`config.mk`:
```
export PLATFORM = sky130hd
export DESIGN_NAME = bep_frame_transmit
export DESIGN_NICKNAME = d
export VERILOG_FILES = /design/src/rtl/bep_frame_transmit.sv
export SDC_FILE = /design/constraint.sdc
export NUM_CORES = 1
export LEC_CHECK = 0
export BUFFER_PORTS_ARGS = -buffer_cell sky130_fd_sc_hd__buf_4
export CELL_PAD_IN_SITES_DETAIL_PLACEMENT = 1
export CELL_PAD_IN_SITES_GLOBAL_PLACEMENT = 1
export CORE_MARGIN = 8
export CORE_UTILIZATION = 50
export CTS_CLUSTER_DIAMETER = 50
export DETAILED_ROUTE_END_ITERATION = 10
export PLACE_DENSITY_LB_ADDON = 0.05
export SETUP_SLACK_MARGIN = 0.3
export SYNTH_ARGS = -nofsm -noshare
export SYNTH_HDL_FRONTEND = slang
export SYNTH_SLANG_ARGS = --single-unit
export TNS_END_PERCENT = 100
```
`constraint.sdc`:
```
create_clock -name clock -period 6.1 [get_ports clock]
set_clock_uncertainty 0.2 [all_clocks]
set_input_delay 1.22 -clock clock [delete_from_list [all_inputs] [get_ports clock]]
set_output_delay 1.22 -clock clock [all_outputs]
set_load 0.02 [all_outputs]
```
`src/rtl/bep_frame_transmit.sv`:
```
// bep_frame_transmit: assembles a 192-bit BEP thermostat frame and sends it MSB-first as a Manchester line
// Ports: clock, reset (sync, active-high); start requests a frame while idle;
//   thermostat_id/room_temp/set_temp/state are the payload, latched when start is accepted;
//   tx_out is the registered Manchester line (idle low); busy covers frame plus gap; done pulses once at the end.
// Optional: define BEP_TX_CHECKSUM_EN to replace the last frame byte with the XOR of the other 23 bytes.
module bep_frame_transmit #(
  parameter int HALF_BIT_CYCLES = 500,
  parameter int GAP_BITS = 4,
  parameter logic [31:0] PREAMBLE = 32'hAAAA_AAAA,
  parameter logic [15:0] TYPE_1 = 16'h0001,
  parameter logic [15:0] TYPE_2 = 16'h0000,
  parameter logic [31:0] CONSTANT = 32'h5A5A_0000,
  parameter logic [23:0] TAIL = 24'hFF00FF
) (
  input  logic        clock,
  input  logic        reset,
  input  logic        start,
  input  logic [31:0] thermostat_id,
  input  logic [15:0] room_temp,
  input  logic [15:0] set_temp,
  input  logic [7:0]  state,
  output logic        tx_out,
  output logic        busy,
  output logic        done
);
  localparam int GAP_CYCLES = GAP_BITS * 2 * HALF_BIT_CYCLES;
  localparam int HW = HALF_BIT_CYCLES > 1 ? $clog2(HALF_BIT_CYCLES) : 1;
  localparam int GW = GAP_CYCLES > 1 ? $clog2(GAP_CYCLES) : 1;
  localparam logic [HW-1:0] HALF_LAST = HW'(HALF_BIT_CYCLES - 1);
  localparam logic [GW-1:0] GAP_LAST = GW'(GAP_CYCLES > 0 ? GAP_CYCLES - 1 : 0);
  localparam logic [7:0] LAST_BIT = 8'd191;
  localparam logic [1:0] IDLE = 2'd0;
  localparam logic [1:0] SEND = 2'd1;
  localparam logic [1:0] GAP = 2'd2;
  logic [1:0] fsm;
  logic [191:0] frame;
  logic [191:0] sh;
  logic [HW-1:0] hc;
  logic [GW-1:0] gc;
  logic [7:0] bc;
  logic phase;
  logic half_end;
  logic gap_end;
  logic last_bit;
`ifdef BEP_TX_CHECKSUM_EN
  logic [7:0] csum;
`endif
  always_comb begin
    frame = {PREAMBLE, TYPE_1, TYPE_2, CONSTANT, thermostat_id, room_temp, set_temp, state, TAIL};
`ifdef BEP_TX_CHECKSUM_EN
    csum = '0;
    for (int i = 1; i < 24; i++) csum = csum ^ frame[8*i +: 8];
    frame[7:0] = csum;
`endif
  end
  assign half_end = hc == HALF_LAST;
  assign gap_end = gc == GAP_LAST;
  assign last_bit = bc == LAST_BIT;
  // phase 0 drives the inverted bit, phase 1 the true bit, so a 1 gives a mid-bit rising edge
  always_ff @(posedge clock) begin
    if (reset) begin
      fsm <= IDLE;
      sh <= '0;
      hc <= '0;
      gc <= '0;
      bc <= '0;
      phase <= 1'b0;
      tx_out <= 1'b0;
      busy <= 1'b0;
      done <= 1'b0;
    end else begin
      done <= 1'b0;
      case (fsm)
        IDLE: if (start) begin
          fsm <= SEND;
          sh <= frame;
          tx_out <= ~frame[191];
          busy <= 1'b1;
        end
        SEND: begin
          hc <= half_end ? '0 : hc + 1'b1;
          if (half_end) begin
            phase <= ~phase;
            if (!phase) tx_out <= sh[191];
            else if (last_bit) begin
              bc <= '0;
              tx_out <= 1'b0;
              if (GAP_CYCLES == 0) begin
                fsm <= IDLE;
                busy <= 1'b0;
                done <= 1'b1;
              end else fsm <= GAP;
            end else begin
              sh <= {sh[190:0], 1'b0};
              bc <= bc + 1'b1;
              tx_out <= ~sh[190];
            end
          end
        end
        GAP: begin
          gc <= gap_end ? '0 : gc + 1'b1;
          if (gap_end) begin
            fsm <= IDLE;
            busy <= 1'b0;
            done <= 1'b1;
          end
        end
        default: fsm <= IDLE;
      endcase
    end
  end
endmodule

```
* Yosys cells after proc, flatten, opt, wreduce, memory -nomap -nowiden
Cells that the tools add are included.
Cells by class: add/subtract/negate cells 3, equality and inequality tests 11, mux-type cells 23, bitwise gates (word level) 3, reduce and logical (&&, ||, !) cells 10
Operator list (count):
- two-way mux 192 bit | 4
- case mux 192 bit (2 select lines) | 1
- adder 12 x 1 -> 12 bit (second input constant) | 1
- equality test 12 bit (second input constant) | 1
- two-way mux 12 bit | 1
- inequality test 2 bit (second input constant) | 6
- two-way mux 2 bit | 5
- AND reduction 5 bit | 2
- adder 9 x 1 -> 9 bit (second input constant) | 1
- equality test 9 bit (second input constant) | 1
- two-way mux 9 bit | 1
- AND reduction 3 bit | 3
- adder 8 x 1 -> 8 bit (second input constant) | 1
- equality test 8 bit (second input constant) | 1
- two-way mux 8 bit | 1
- two-way mux 1 bit | 7
- case mux 2 bit (3 select lines) | 1
- case mux 1 bit (2 select lines) | 2
- nonzero test 2 bit | 2
- inverter 1 bit | 3
- equality test 2 x 1 -> 1 bit (second input constant) | 1
- equality test 2 bit (second input constant) | 1
- zero test 2 bit | 1
- AND reduction 2 bit | 1
- OR reduction 2 bit | 1
Storage, ports and cells: register bits 227, output and inout bits 3, word-level logic and storage cells 59

* Logic depth before layout (Yosys ltp)
depth in word-level cells 5, mapped depth 9, mapped depth without buffers 5

* Worst setup path before layout
OpenSTA, ideal clock, no wires.
path type input to register, start point input start, end point register sh[115], library setup time 121 ps, arrival time 2459 ps, data required time 5779 ps, path slack 3320 ps, stages 5, buffers on the path 2, cells stage by stage nor3b_1 > o22ai_2 > buf_2 > buf_2 > mux2_2
Between the ends: longest elaborated chain between the ends 2
Ends and longest elaborated chain:
- start: declaration | RTL line 17 | input logic start,
- inequality test 2 bit (no line)
- AND reduction 5 bit (no line)
- end signal: assignment | RTL line 76 | sh <= frame;
- end signal: assignment | RTL line 94 | sh <= {sh[190:0], 1'b0};
- end: declaration | RTL line 37 | logic [191:0] sh;
No other way between the ends. A chain may end at the register's enable or synchronous reset.

* Worst setup path in the final report
start point input start, end point register sh[111]
The elaborated chain is that of the path after synthesis.

==> metrics.yaml <==
synthesis:
  synth_top_family_by_area: "simple AND/OR/NAND/NOR gates"
  synth_mux_area_frac: 0.127
  synth_area_sq_mm: 0.0101
  synth-compound-area-share: 0.138
  syn_area_per_cell_sq_um: 8.97
  synth_adder_area_share: 0.00373
  synthXorXnorAreaFrac: 0.0148
  synth_largest_area_cell: "dfxtp_1"
  syn-instance-count: 1123
  yosys.area_share.simple: 0.215
  synth-seq-cells: 227
  synth_most_common_cell: "dfxtp_1"
  ys_async_sr_fraction: 0
  synth_edf_count: 0
  synth_area_leaders: "dfxtp_1 45%, mux2_2 8.5%, nand2b_1 6.0%, nand2_1 5.9%, nor2b_1 4.8%"
  ys_types: 50
  ys_warn_count: 0
  synth_nets: 1201
  synth_ff_type: "dfxtp_1"
  post-synth-top-area-fraction: 0.451
  seq_area_frac_synth: 0.451
  synth_common_cells: "227 x dfxtp_1, 159 x nand2_1, 96 x nand2b_1"
clock_tree:
  insertion_delay_ps: 560
  ctsHtreeMaxLevel: 1
  clk_pin_slew_ps: 60
  cts_sinks: 227
  cts-root-buf: "clkbuf_16"
  cts_tree: "yes"
  postCtsSetupRepairBufs: 0
  ctsResizeCount: 0
  cts_buffers: 30
  clk_path_buf_depth: 3
  ctsHoldBuffers: 0
timing:
  max_slew_margin: 0.285
  finalMaxSlewViolations: 0
  fin_tns_setup_ps: 0
  fmax_mhz: 313
  final.min_clock_period_ps: 3200
  hold_viol: 0
  finalSetupViolations: 0
  rsz0062_at_grt: "false"
  tightest_slew_ps: 1070
  min_period_over_period: 0.524
layout:
  layout.nets: 1227
  regArea_sq_mm: 0.00454
  multiInputGateArea_sq_mm: 0.00505
  antennaDiodeCount: 0
  final.fill_count: 2300
  design_area_sq_mm: 0.0118
  syn_to_final_growth_pct: 17.1
  final_layout_size_suffix_gt1_frac: 0.197
hold_path:
  hp-class: "reg2reg"
global_route:
  overflow: 0
  grt_pass1_vias: 7874
  grt_use_met3: 0.0281
  antenna_found_initial: 0
  grt_pass1_wl_um: 36400
  grt_usage: 0.172
  grt-busiest-layer: "met2"
  grt_use_met1: 0.209
  grtUsageMet2: 0.308
  grt_max_degree: 185
setup_path:
  endpoint_kind: "flip-flop"
  startpoint_type: "input pin"
  crit_fanout: 70
  cp_data_required_time_ps: 6300
  critical_path_buf_inv_count: 2
  cpMostUsedCell: "buf_4"
  arrival_ps: 3390
  crit_family: "compound AO/OA/AOI/OAI gates"
  crit_slowest_cell: "o22a_4"
  worstSetupPathType: "in2reg"
  slowest_delay_ps: 840
  critical_path.cell_chain: "buf_4 -> nor3b_1 -> o22a_4 -> buf_4 -> o22ai_1"
floorplanning:
  initial_core_util: 0.504
  die_y_um: 158
  io_pins: 78
  num_rows: 52
  dieArea_sq_mm: 0.0249
  core_sq_mm: 0.0200
  fp.dieW_um: 158
run_status:
  outcome: "completed"
power_and_ir_drop:
  p_leak_uw: 0.00456
  p_per_area_mw_per_mm2: 316
  vdd_drop_max_mv: 0.266
placement:
  io_buffer_count: 77
  place_area_sq_mm: 0.0107
  place_congestion: 0.711
  dp_hpwl_um: 12400
drt:
  dr.pass1.iters: 4
  drc: 0
  wire_per_inst_um: 15.0
  wirelength_um: 21700
  ant_nets: 0
  vias_per_cell: 5.32
  num_vias: 7677
  drt_iter0_drc: 298
job:
  max_cap_violations: 0
-- kinds of logic after synthesis --
family	count (synthesis)
AO/OA/AOI/OAI	219
XOR/XNOR	17
adder cells (fa/ha/maj)	3
buffers and inverters	124
flip-flops	227
multiplexers	118
AND/OR/NAND/NOR	415
-- worst register-to-register path, delay by kind of cell, from the launching register on --
family | cells | cell delay (ps)
compound gates | 2 | 950
buf+inv | 1 | 540
simple gates | 2 | 550
fa+ha+maj | 1 | 250
flops | 1 | 410
-- flip-flops by register name (all words and copies together) (netlist names) --
| name | count |
|---|---|
| fsm | 2 |
| bc | 8 |
| done | 1 |
| phase | 1 |
| tx_out | 1 |
| gc | 12 |
| busy | 1 |
| hc | 9 |
| sh | 192 |
-- layer usage --
metal  wire (um)  vias up
met3         706       36
li1            -     3890
met4         465        0
met2       10600       75
met1        9940     3676
met5           0        -
-- cell type report --
class	count	share of cell area
Clock buffer	38	0.0721
Timing Repair Buffer	87	0.0570
Tap cell	270	0.0286
Clock inverter	18	0.0194
Inverter	31	0.00986
Sequential cell	227	0.385
Multi-Input combinational cell	772	0.428
-- final timing paths --
path / cells after the start / slack (ps) / start / end
hold reg to reg: 2 / 280 / sh[18]$_SDFFE_PP0P_ / sh[18]$_SDFFE_PP0P_
hold / removal: 2 / 280 / sh[18]$_SDFFE_PP0P_ / sh[18]$_SDFFE_PP0P_
setup reg to reg: 6 / 3060 / hc[0]$_SDFFE_PP0P_ / sh[111]$_SDFFE_PP0P_
setup / recovery: 5 / 2900 / start / sh[111]$_SDFFE_PP0P_
-- cell usage in the layout, fill, tap and decap left out, drive strengths merged, types with 2 or more instances in the layout --
cell type / count
and3: 3
and2: 2
buf: 86
a21o: 21
or2: 5
xor2: 6
ha: 3
nand4: 8
clkbuf: 39
nor3: 9
nand2b: 96
a21oi: 89
inv: 36
nand4b: 3
xnor2: 11
mux2i: 42
nand3b: 6
o21ai: 6
o32ai: 24
mux2: 76
o31ai: 2
o21bai: 16
nor4: 6
nor2: 21
nor2b: 78
clkinv: 6
dfxtp: 227
nand2: 159
nor3b: 2
or4: 3
clkinvlp: 4
o22ai: 52
bufinv: 3
nand3: 8
-- through the flow --
| step | util | setup slack, ps | total power, uW | hold slack, ps | instances |
|---|---|---|---|---|---|
| 2_1_floorplan | - | 3320 | 1840 | 242 | 1123 |
| 3_3_place_gp | 0.537 | 2380 | 1920 | 257 | 1387 |
| 3_5_place_dp | 0.537 | 2320 | 1930 | 271 | 1387 |
| 4_1_cts | 0.591 | 2910 | 3780 | 281 | 1443 |
| 5_1_grt | 0.591 | 2700 | 3880 | 294 | 1443 |
| 6_report | 0.591 | 2900 | 3720 | 277 | 1443 |
-- power breakdown --
group          switching [uW]  internal, uW
clock network             698          1130
logic                     170           154
registers                27.8          1550
No activity file was read; power rests on OpenSTA's default activity.
